[config.mk]
export PLATFORM = sky130hd
export DESIGN_NAME = lsu_sram_port_flat
export DESIGN_NICKNAME = d
export VERILOG_FILES = /design/src/rtl/lsu_sram_port_pkg.sv /design/src/rtl/lsu_sram_port_if.sv /design/src/rtl/lsu_sram_port_mem_align.sv /design/src/rtl/lsu_sram_port.sv /design/src/flat_wrapper.sv
export SDC_FILE = /design/constraint.sdc
export NUM_CORES = 1
export LEC_CHECK = 0
export ABC_AREA = 1
export ABC_CLOCK_PERIOD_IN_PS = 3550
export CAP_MARGIN = 20
export CORE_MARGIN = 4
export CORE_UTILIZATION = 25
export DETAILED_ROUTE_END_ITERATION = 6
export GPL_ROUTABILITY_DRIVEN = 0
export GPL_TIMING_DRIVEN = 0
export PLACE_DENSITY = 0.46
export SETUP_SLACK_MARGIN = 0.05
export SLEW_MARGIN = 20
export SYNTH_ARGS = -nofsm -noshare
export SYNTH_HDL_FRONTEND = slang
export SYNTH_HIERARCHICAL = 1
export SYNTH_SLANG_ARGS = --single-unit
[constraint.sdc]
create_clock -name CLK -period 3.55 [get_ports CLK]
set_input_delay 0.8875 -clock CLK [delete_from_list [all_inputs] [get_ports CLK]]
set_output_delay 0.8875 -clock CLK [all_outputs]
set_load 0.01 [all_outputs]
[src/rtl/lsu_sram_port_pkg.sv]
// Shared types and constants for the load/store unit SRAM port.
package lsu_sram_port_pkg;

  localparam int WORD_W             = 32;
  localparam int SRAM_READ_LATENCY  = 2;
  localparam int SRAM_ADDR_WIDTH    = 11;
  localparam int LSU_CNT_W          = $clog2(SRAM_READ_LATENCY + 1);

  typedef enum logic [2:0] {
    F3_LB  = 3'b000,
    F3_LH  = 3'b001,
    F3_LW  = 3'b010,
    F3_LBU = 3'b100,
    F3_LHU = 3'b101
  } funct3_load_t;

  typedef enum logic [2:0] {
    F3_SB = 3'b000,
    F3_SH = 3'b001,
    F3_SW = 3'b010
  } funct3_store_t;

  typedef enum logic [2:0] {
    IDLE = 3'd0,
    RD   = 3'd1,
    WAIT = 3'd2,
    WR   = 3'd3,
    RESP = 3'd4
  } lsu_state_t;

  function automatic logic f3_illegal(input logic store, input logic [2:0] f3);
    if (store) return (f3 > 3'b010);
    return (f3 == 3'b011) || (f3 == 3'b110) || (f3 == 3'b111);
  endfunction

endpackage

[src/rtl/lsu_sram_port_if.sv]
// Request/response and SRAM bus bundle for the load/store unit.
interface lsu_sram_port_if
  import lsu_sram_port_pkg::*;
#(
  parameter int ADDR_W = SRAM_ADDR_WIDTH
);
  // Request transfers on a cycle where req_valid && req_ready; the LSU holds
  // req_ready low until its one-cycle resp_valid pulse, which has no backpressure.
  logic              req_valid;
  logic              req_ready;
  logic              req_store;
  logic [2:0]        req_funct3;
  logic [WORD_W-1:0] req_addr;
  logic [WORD_W-1:0] req_wdata;
  logic              resp_valid;
  logic [WORD_W-1:0] resp_rdata;
  logic              resp_err;
  logic              sram_en;
  logic              sram_we;
  logic [ADDR_W-1:0] sram_addr;
  logic [WORD_W-1:0] sram_din;
  logic [WORD_W-1:0] sram_dout;

  modport master (
    input  req_valid, req_store, req_funct3, req_addr, req_wdata, sram_dout,
    output req_ready, resp_valid, resp_rdata, resp_err,
           sram_en, sram_we, sram_addr, sram_din
  );

  modport slave (
    output req_valid, req_store, req_funct3, req_addr, req_wdata, sram_dout,
    input  req_ready, resp_valid, resp_rdata, resp_err,
           sram_en, sram_we, sram_addr, sram_din
  );
endinterface

[src/rtl/lsu_sram_port_mem_align.sv]
// Byte/half lane extraction for loads and read-modify-write merge for stores.
// Misalignment is only flagged when LSU_MISALIGN_TRAP_EN is defined.
module lsu_sram_port_mem_align
  import lsu_sram_port_pkg::*;
(
  input  logic              store,
  input  logic [2:0]        funct3,
  input  logic [1:0]        offset,
  input  logic [WORD_W-1:0] rdbuf,
  input  logic [WORD_W-1:0] wdata,
  output logic [WORD_W-1:0] load_data,
  output logic [WORD_W-1:0] store_word,
  output logic              misaligned
);
  logic [4:0]  byte_sh;
  logic [4:0]  half_sh;
  logic [7:0]  rd_byte;
  logic [15:0] rd_half;

  always_comb begin
    byte_sh = {offset, 3'b000};
    half_sh = {offset[1], 4'b0000};
    rd_byte = 8'(rdbuf >> byte_sh);
    rd_half = 16'(rdbuf >> half_sh);

    load_data = '0;
    case (funct3)
      F3_LB:   load_data = {{24{rd_byte[7]}}, rd_byte};
      F3_LH:   load_data = {{16{rd_half[15]}}, rd_half};
      F3_LW:   load_data = rdbuf;
      F3_LBU:  load_data = {24'b0, rd_byte};
      F3_LHU:  load_data = {16'b0, rd_half};
      default: load_data = '0;
    endcase

    store_word = wdata;
    case (funct3)
      F3_SB:   store_word = (rdbuf & ~(32'h0000_00FF << byte_sh)) |
                            (WORD_W'(wdata[7:0]) << byte_sh);
      F3_SH:   store_word = (rdbuf & ~(32'h0000_FFFF << half_sh)) |
                            (WORD_W'(wdata[15:0]) << half_sh);
      default: store_word = wdata;
    endcase

    misaligned = 1'b0;
`ifdef LSU_MISALIGN_TRAP_EN
    if (store)
      misaligned = ((funct3 == F3_SH) && offset[0]) ||
                   ((funct3 == F3_SW) && (offset != 2'b00));
    else
      misaligned = (((funct3 == F3_LH) || (funct3 == F3_LHU)) && offset[0]) ||
                   ((funct3 == F3_LW) && (offset != 2'b00));
`endif
  end
endmodule

[src/rtl/lsu_sram_port.sv]
// RV32I load/store unit driving a word-wide SRAM without byte enables.
// Optional misaligned-access trap: define LSU_MISALIGN_TRAP_EN.
module lsu_sram_port
  import lsu_sram_port_pkg::*;
#(
  parameter int READ_LATENCY = SRAM_READ_LATENCY,
  parameter int ADDR_W       = SRAM_ADDR_WIDTH
)(
  input  logic                CLK,
  input  logic                nRST,
  lsu_sram_port_if.master     bus,
  output lsu_state_t          dbg_state
);
  lsu_state_t           state_q, state_d;
  logic [LSU_CNT_W-1:0] cnt_q;
  logic [ADDR_W+1:0]    addr_q;
  logic [2:0]           f3_q;
  logic [WORD_W-1:0]    wdata_q;
  logic                 store_q;
  logic                 err_q;
  logic [WORD_W-1:0]    rdbuf_q;

  logic                 idle, active, last_wait, req_err, misaligned;
  logic                 al_store;
  logic [2:0]           al_f3;
  logic [1:0]           al_off;
  logic [WORD_W-1:0]    load_data, store_word;

  assign idle      = (state_q == IDLE);
  assign active    = (state_q == RD) || (state_q == WAIT) || (state_q == WR);
  assign last_wait = (cnt_q == LSU_CNT_W'(READ_LATENCY - 1));

  // In IDLE the aligner looks at the incoming request so the error decision
  // is ready at accept; afterwards it works on the captured request.
  assign al_store = idle ? bus.req_store       : store_q;
  assign al_f3    = idle ? bus.req_funct3      : f3_q;
  assign al_off   = idle ? bus.req_addr[1:0]   : addr_q[1:0];
  assign req_err  = f3_illegal(bus.req_store, bus.req_funct3) | misaligned;

  lsu_sram_port_mem_align u_align (
    .store      (al_store),
    .funct3     (al_f3),
    .offset     (al_off),
    .rdbuf      (rdbuf_q),
    .wdata      (wdata_q),
    .load_data  (load_data),
    .store_word (store_word),
    .misaligned (misaligned)
  );

  always_ff @(posedge CLK or negedge nRST) begin
    if (!nRST) state_q <= IDLE;
    else       state_q <= state_d;
  end

  always_comb begin
    state_d = state_q;
    case (state_q)
      IDLE: if (bus.req_valid) begin
        if (req_err)                                        state_d = RESP;
        else if (bus.req_store && bus.req_funct3 == F3_SW)  state_d = WR;
        else                                                state_d = RD;
      end
      RD:      state_d = WAIT;
      WAIT:    if (last_wait) state_d = store_q ? WR : RESP;
      WR:      state_d = RESP;
      RESP:    state_d = IDLE;
      default: state_d = IDLE;
    endcase
  end

  always_ff @(posedge CLK or negedge nRST) begin
    if (!nRST) begin
      cnt_q   <= '0;
      addr_q  <= '0;
      f3_q    <= '0;
      wdata_q <= '0;
      store_q <= 1'b0;
      err_q   <= 1'b0;
      rdbuf_q <= '0;
    end else begin
      if (idle && bus.req_valid) begin
        addr_q  <= bus.req_addr[ADDR_W+1:0];
        f3_q    <= bus.req_funct3;
        wdata_q <= bus.req_wdata;
        store_q <= bus.req_store;
        err_q   <= req_err;
      end
      if (state_q == RD)        cnt_q <= '0;
      else if (state_q == WAIT) cnt_q <= cnt_q + 1'b1;
      if (state_q == WAIT && last_wait) rdbuf_q <= bus.sram_dout;
    end
  end

  always_comb begin
    bus.req_ready  = idle;
    bus.sram_en    = (state_q == RD) || (state_q == WR);
    bus.sram_we    = (state_q == WR);
    bus.sram_addr  = active ? addr_q[ADDR_W+1:2] : '0;
    bus.sram_din   = (active && store_q) ? store_word : '0;
    bus.resp_valid = (state_q == RESP);
    bus.resp_err   = (state_q == RESP) && err_q;
    bus.resp_rdata = ((state_q == RESP) && !err_q && !store_q) ? load_data : '0;
  end

  assign dbg_state = state_q;
endmodule

[src/flat_wrapper.sv]
// flat-port wrapper written by rule: the top's interface ports become plain ports
module lsu_sram_port_flat import lsu_sram_port_pkg::*;
#(
  parameter int READ_LATENCY = SRAM_READ_LATENCY,
  parameter int ADDR_W       = SRAM_ADDR_WIDTH
)
  (CLK, nRST, dbg_state, bus_req_valid, bus_req_store, bus_req_funct3, bus_req_addr, bus_req_wdata, bus_sram_dout, bus_req_ready, bus_resp_valid, bus_resp_rdata, bus_resp_err, bus_sram_en, bus_sram_we, bus_sram_addr, bus_sram_din);
  lsu_sram_port_if #(.ADDR_W(ADDR_W)) bus_i ();
  input  logic CLK;
  input  logic nRST;
  output lsu_state_t dbg_state;
  input wire logic [$bits(bus_i.req_valid)-1:0] bus_req_valid;
  input wire logic [$bits(bus_i.req_store)-1:0] bus_req_store;
  input wire logic [$bits(bus_i.req_funct3)-1:0] bus_req_funct3;
  input wire logic [$bits(bus_i.req_addr)-1:0] bus_req_addr;
  input wire logic [$bits(bus_i.req_wdata)-1:0] bus_req_wdata;
  input wire logic [$bits(bus_i.sram_dout)-1:0] bus_sram_dout;
  output wire logic [$bits(bus_i.req_ready)-1:0] bus_req_ready;
  output wire logic [$bits(bus_i.resp_valid)-1:0] bus_resp_valid;
  output wire logic [$bits(bus_i.resp_rdata)-1:0] bus_resp_rdata;
  output wire logic [$bits(bus_i.resp_err)-1:0] bus_resp_err;
  output wire logic [$bits(bus_i.sram_en)-1:0] bus_sram_en;
  output wire logic [$bits(bus_i.sram_we)-1:0] bus_sram_we;
  output wire logic [$bits(bus_i.sram_addr)-1:0] bus_sram_addr;
  output wire logic [$bits(bus_i.sram_din)-1:0] bus_sram_din;
  assign bus_i.req_valid = bus_req_valid;
  assign bus_i.req_store = bus_req_store;
  assign bus_i.req_funct3 = bus_req_funct3;
  assign bus_i.req_addr = bus_req_addr;
  assign bus_i.req_wdata = bus_req_wdata;
  assign bus_i.sram_dout = bus_sram_dout;
  assign bus_req_ready = bus_i.req_ready;
  assign bus_resp_valid = bus_i.resp_valid;
  assign bus_resp_rdata = bus_i.resp_rdata;
  assign bus_resp_err = bus_i.resp_err;
  assign bus_sram_en = bus_i.sram_en;
  assign bus_sram_we = bus_i.sram_we;
  assign bus_sram_addr = bus_i.sram_addr;
  assign bus_sram_din = bus_i.sram_din;
  lsu_sram_port #(.READ_LATENCY(READ_LATENCY), .ADDR_W(ADDR_W)) u_core (.CLK(CLK), .nRST(nRST), .bus(bus_i), .dbg_state(dbg_state));
endmodule
## Word level (Yosys, flattened, before mapping)

Index checks and enable logic that the tools add are counted.

- Add/subtract/negate cells: 1
- $lt $le $gt $ge: 1
- Eq/ne operators: 15
- Shift operators: 6
- Multiplexer cells: 18
- Bitwise gates (word level): 6
- Reductions and logical operators: 18

Operators by type and width:

| cell | number |
|---|---|
| $pmux W32 S5 | 1 |
| $and A32 B32 Y32 | 2 |
| $mux W32 | 2 |
| $not A32 Y32 | 2 |
| $or A32 B32 Y32 | 2 |
| $pmux W32 S2 | 1 |
| $shl A16 B5 Y32 | 1 |
| $shl A16 B5 Y32 const A | 1 |
| $shl A8 B5 Y32 | 1 |
| $shl A8 B5 Y32 const A | 1 |
| $shr A32 B5 Y16 | 1 |
| $shr A32 B5 Y8 | 1 |
| $eq A3 B2 Y1 const B | 5 |
| $eq A3 B3 Y1 const B | 5 |
| $mux W3 | 5 |
| $pmux W3 S4 | 1 |
| $mux W11 | 1 |
| $mux W2 | 4 |
| $logic_and A1 B1 Y1 | 7 |
| $eq A3 B1 Y1 const B | 2 |
| $logic_not A3 Y1 | 2 |
| $logic_or A1 B1 Y1 | 5 |
| $gt A3 B2 Y1 const B | 1 |
| $mux W1 | 3 |
| 7 further kinds | 8 |

- Register bits: 87
- Output and inout bits: 83

## Logic depth before layout (Yosys ltp)

- Depth after elaboration: 8
- Gate-level depth with buffers: 16
- Depth with buffers taken out: 13

## Hierarchy

Netlist, hierarchy kept.

By module, submodules not included:

| module | times used | cells each | area an instance (um^2) | seq. area each (um^2) |
|---|---|---|---|---|
| lsu_sram_port | 1 | 565 | 4166.5 | 2177.1 |
| lsu_sram_port_mem_align | 1 | 526 | 2290.9 | 0.0 |

## Worst setup path after synthesis

Ideal clock, no wire load.

- Path kind: input to output
- Start point: in bus_req_addr[0]
- End point: out bus_resp_rdata[4]
- Data arrival time: 2.296 ns
- Path slack: 0.366 ns
- Stages on the path: 11
- Buffers on the path: 1
- Cells stage by stage: inv_1 -> o21ai_0 -> inv_1 -> buf_2 -> nor2_1 -> o21ai_0 -> nand2_1 -> nand2_1 -> inv_1 -> inv_1 -> nor2_1

- Cells in the longest elaborated chain, start to end: 4

RTL lines:

| element | line | text |
|---|---|---|
| from (decl) | flat_wrapper.sv:15 | `input wire logic [$bits(bus_i.req_addr)-1:0] bus_req_addr;` |
| $mux W2 | lsu_sram_port.sv:37 | `assign al_off = idle ? bus.req_addr[1:0] : addr_q[1:0];` |
| net u_core.al_off[0] | lsu_sram_port.sv:26 | `logic [1:0] al_off;` |
| $shr A32 B5 Y8 | lsu_sram_port_mem_align.sv:23 | `rd_byte = 8'(rdbuf >> byte_sh);` |
| $pmux W32 S5 | lsu_sram_port_mem_align.sv:27 | `case (funct3)` |
| net u_core.load_data[4] | lsu_sram_port.sv:27 | `logic [WORD_W-1:0] load_data, store_word;` |
| $mux W32 | lsu_sram_port.sv:103 | `bus.resp_rdata = ((state_q == RESP) && !err_q && !store_q) ? load_data : '0;` |
| to (decl) | flat_wrapper.sv:20 | `output wire logic [$bits(bus_i.resp_rdata)-1:0] bus_resp_rdata;` |

The timed path passes the listed nets, and every way through them passes these cells.

## Worst setup path in the final report

- Start point: in bus_req_funct3[0]
- End point: out bus_resp_rdata[19]

- Cells in the longest elaborated chain, start to end: 4
- Elaborated cells on any way between the ends: 8

RTL lines:

| element | line | text |
|---|---|---|
| from (decl) | flat_wrapper.sv:14 | `input wire logic [$bits(bus_i.req_funct3)-1:0] bus_req_funct3;` |
| $mux W3 (*) | lsu_sram_port.sv:36 | `assign al_f3 = idle ? bus.req_funct3 : f3_q;` |
| net u_core.al_f3[0] | lsu_sram_port.sv:25 | `logic [2:0] al_f3;` |
| $eq A3 B3 Y1 (tied with other cells) | lsu_sram_port_mem_align.sv:27 |  |
| $pmux W32 S5 (*) | lsu_sram_port_mem_align.sv:27 |  |
| net u_core.load_data[19] | lsu_sram_port.sv:27 |  |
| $mux W32 (*) | lsu_sram_port.sv:103 |  |

Mark *: on every way through the listed nets, which the timed path passes. The rest lies on a longest branch.

==> reports/qor.yml <==
run_status: "finished, final reports clean"
areaGrowthSynthToFinish_pct: 57.6
detail_route.iter0.violations: 586
finalSetupViolCount: 0
skew_ns: 0.0124
max_cap_viol_count: 0
rsz0062_at_grt: "true"
critPathTopFamily: "buffers and inverters"
crit_path_cell_trace: "dlygate4sd2_1, inv_2, o21ai_4, nand2_2, nor2_4, nand2_2, inv_4, buf_6, buf_6, nor2_1, nand2_1, inv_1, nor2_1, buf_2"
hold_ws_ns: 0.433
io_buffers: 166
fmax_ghz: 0.286
fin_ws_ns: 0.0563
critPathBufInv: 7
syn_nets: 1194
cts_hold_buf: 0
dp.cells: 1587
min_period_ns: 3.49
cts_tree: "done"
grt-ovfl-total: 0
drc: 0
worstPathMaxFanout: 6
period_share: 0.984
ios: 186
avgSynthCellArea_um2: 5.92
die_w_um: 169
yosys_warnings: 6
mostFrequentLayoutCells: "369 x nand2_1, 128 x nand3_1, 116 x inv_1, 96 x clkdlybuf4s50_1, 88 x nor2_1"
die_h_um: 169
setup_tns_ns: 0
layoutNonFillerInstCount: 1677
slowest_delay_ns: 0.25
cts-root-buf: "clkbuf_16"
crit_path_end_kind: "output port"
row_count: 58
cp.arrival_ns: 2.61
vias: 7746
die_area_um2: 28400
start_util: 0.255
wire_per_inst_um: 16.4
core_um2: 25300
final_layout_size_suffix_gt1_frac: 0.283
startpoint_type: "input pin"
grt_max_degree: 48
clock_sinks: 87
finalHoldViolations: 0
dpl_worst_slack_ns: -1.28
htree_num_levels: 3
antenna_found_initial: 1
vdd_drop_max_mv: 0.440
final_common_cell: "nand2_1"
clk_latency_ns: 0.36
dp_hpwl_mm: 20.4
fin_util: 0.403
path_clk_slew_ns: 0.07
syn-cell-area_um2: 6450
cellPowerDensity_nw_per_um2: 1160
hold_path.class: "in -> async"
drtAntennaViolNets: 0
clockBufferDepth: 2
vias_per_cell: 4.62
nets: 1444
required_ns: 2.66
cts_inserted_buffers: 9
grt_usage: 0.189
totalWireLength_mm: 27.5
p_leak_nw: 5.28
syn_inst: 1090
maxSlewViolCount: 0
drtPass1Iterations: 6
path_class: "in -> out"
grt_pass1_vias: 7636
crit_slowest_cell: "dlygate4sd2_1"
grt_pass1_wl_mm: 42.3
[layout make-up]
class / count / area (µm²)
diodes: 2 / 5.00
fillers: 2761 / 15100
clock buffers: 11 / 253
plain buffers: 59 / 541
inverters: 156 / 601
multi-input cells: 786 / 3930
flip-flops and latches: 87 / 2180
repair buffers: 241 / 2210
clock inverters: 5 / 40.0
well taps: 330 / 413
[state kept, by name (all words and copies together), names as in the netlist]
name,count
u_core/addr_q,13
u_core/cnt_q,2
u_core/dbg_state,3
u_core/err_q,1
u_core/f3_q,3
u_core/rdbuf_q,32
u_core/store_q,1
u_core/wdata_q,32
[final timing paths]
check | from | end | slack, ns | cells after the start
max | bus_req_funct3[0] | bus_resp_rdata[19] | 0.06 | 14
min | nRST | u_core/cnt_q[0]$_DFFE_PN0N_ | 0.43 | 1
max reg2reg | u_core/dbg_state[1]$_DFFE_PN0P_ | u_core/wdata_q[5]$_DFFE_PN0P_ | 1.72 | 9
min reg2reg | u_core/rdbuf_q[21]$_DFFE_PN0P_ | u_core/rdbuf_q[21]$_DFFE_PN0P_ | 0.48 | 2
max in group asynchronous | nRST | u_core/wdata_q[5]$_DFFE_PN0P_ | 2.50 | 2
min in group CLK | u_core/rdbuf_q[21]$_DFFE_PN0P_ | u_core/rdbuf_q[21]$_DFFE_PN0P_ | 0.48 | 2
[routing by layer]
| metal | vias up | GRT usage | wire (µm) |
|---|---|---|---|
| met4 | 0 | 0.0466 | 531 |
| met2 | 298 | 0.302 | 12600 |
| met5 | - | 0 | 0 |
| li1 | 3859 | - | - |
| met3 | 39 | 0.0556 | 2430 |
| met1 | 3550 | 0.251 | 12000 |
[worst register-to-register path, cell delays in order (launching register included)]
cell and delay (ns):
dfrtp_2 0.44, nor2_4 0.24, nand2_4 0.12, buf_4 0.15, buf_4 0.14, nor2_4 0.16, inv_2 0.11, buf_2 0.21
nand2_1 0.08, nand2_1 0.05
[stage by stage]
| step | total power [mW] | instance area, µm² |
|---|---|---|
| 2_1_floorplan | 5.86 | 6450 |
| 3_3_place_gp | 7.99 | 8520 |
| 3_5_place_dp | 8.02 | 8550 |
| 4_1_cts | 10.5 | 9530 |
| 5_1_grt | 12.8 | 10200 |
| 6_report | 11.8 | 10200 |
[power breakdown]
| group | switching [mW] | leakage (nW) | total, mW | internal [mW] |
|---|---|---|---|---|
| Sequential | 0.523 | 1.06 | 2.01 | 1.48 |
| Clock | 0.442 | 0.146 | 0.960 | 0.518 |
| Combinational | 5.11 | 4.08 | 8.81 | 3.70 |
| Total | 6.07 | 5.28 | 11.8 | 5.70 |
[what timing repair did]
action	4_1_cts	5_1_grt
gates resized for setup	409	187
pin swaps	21	80
gates cloned	4	6
buffers inserted	48	18
endpoints found under the hold margin	0	0
setup endpoints to repair	64	64
(Power assumes the default switching activity.)
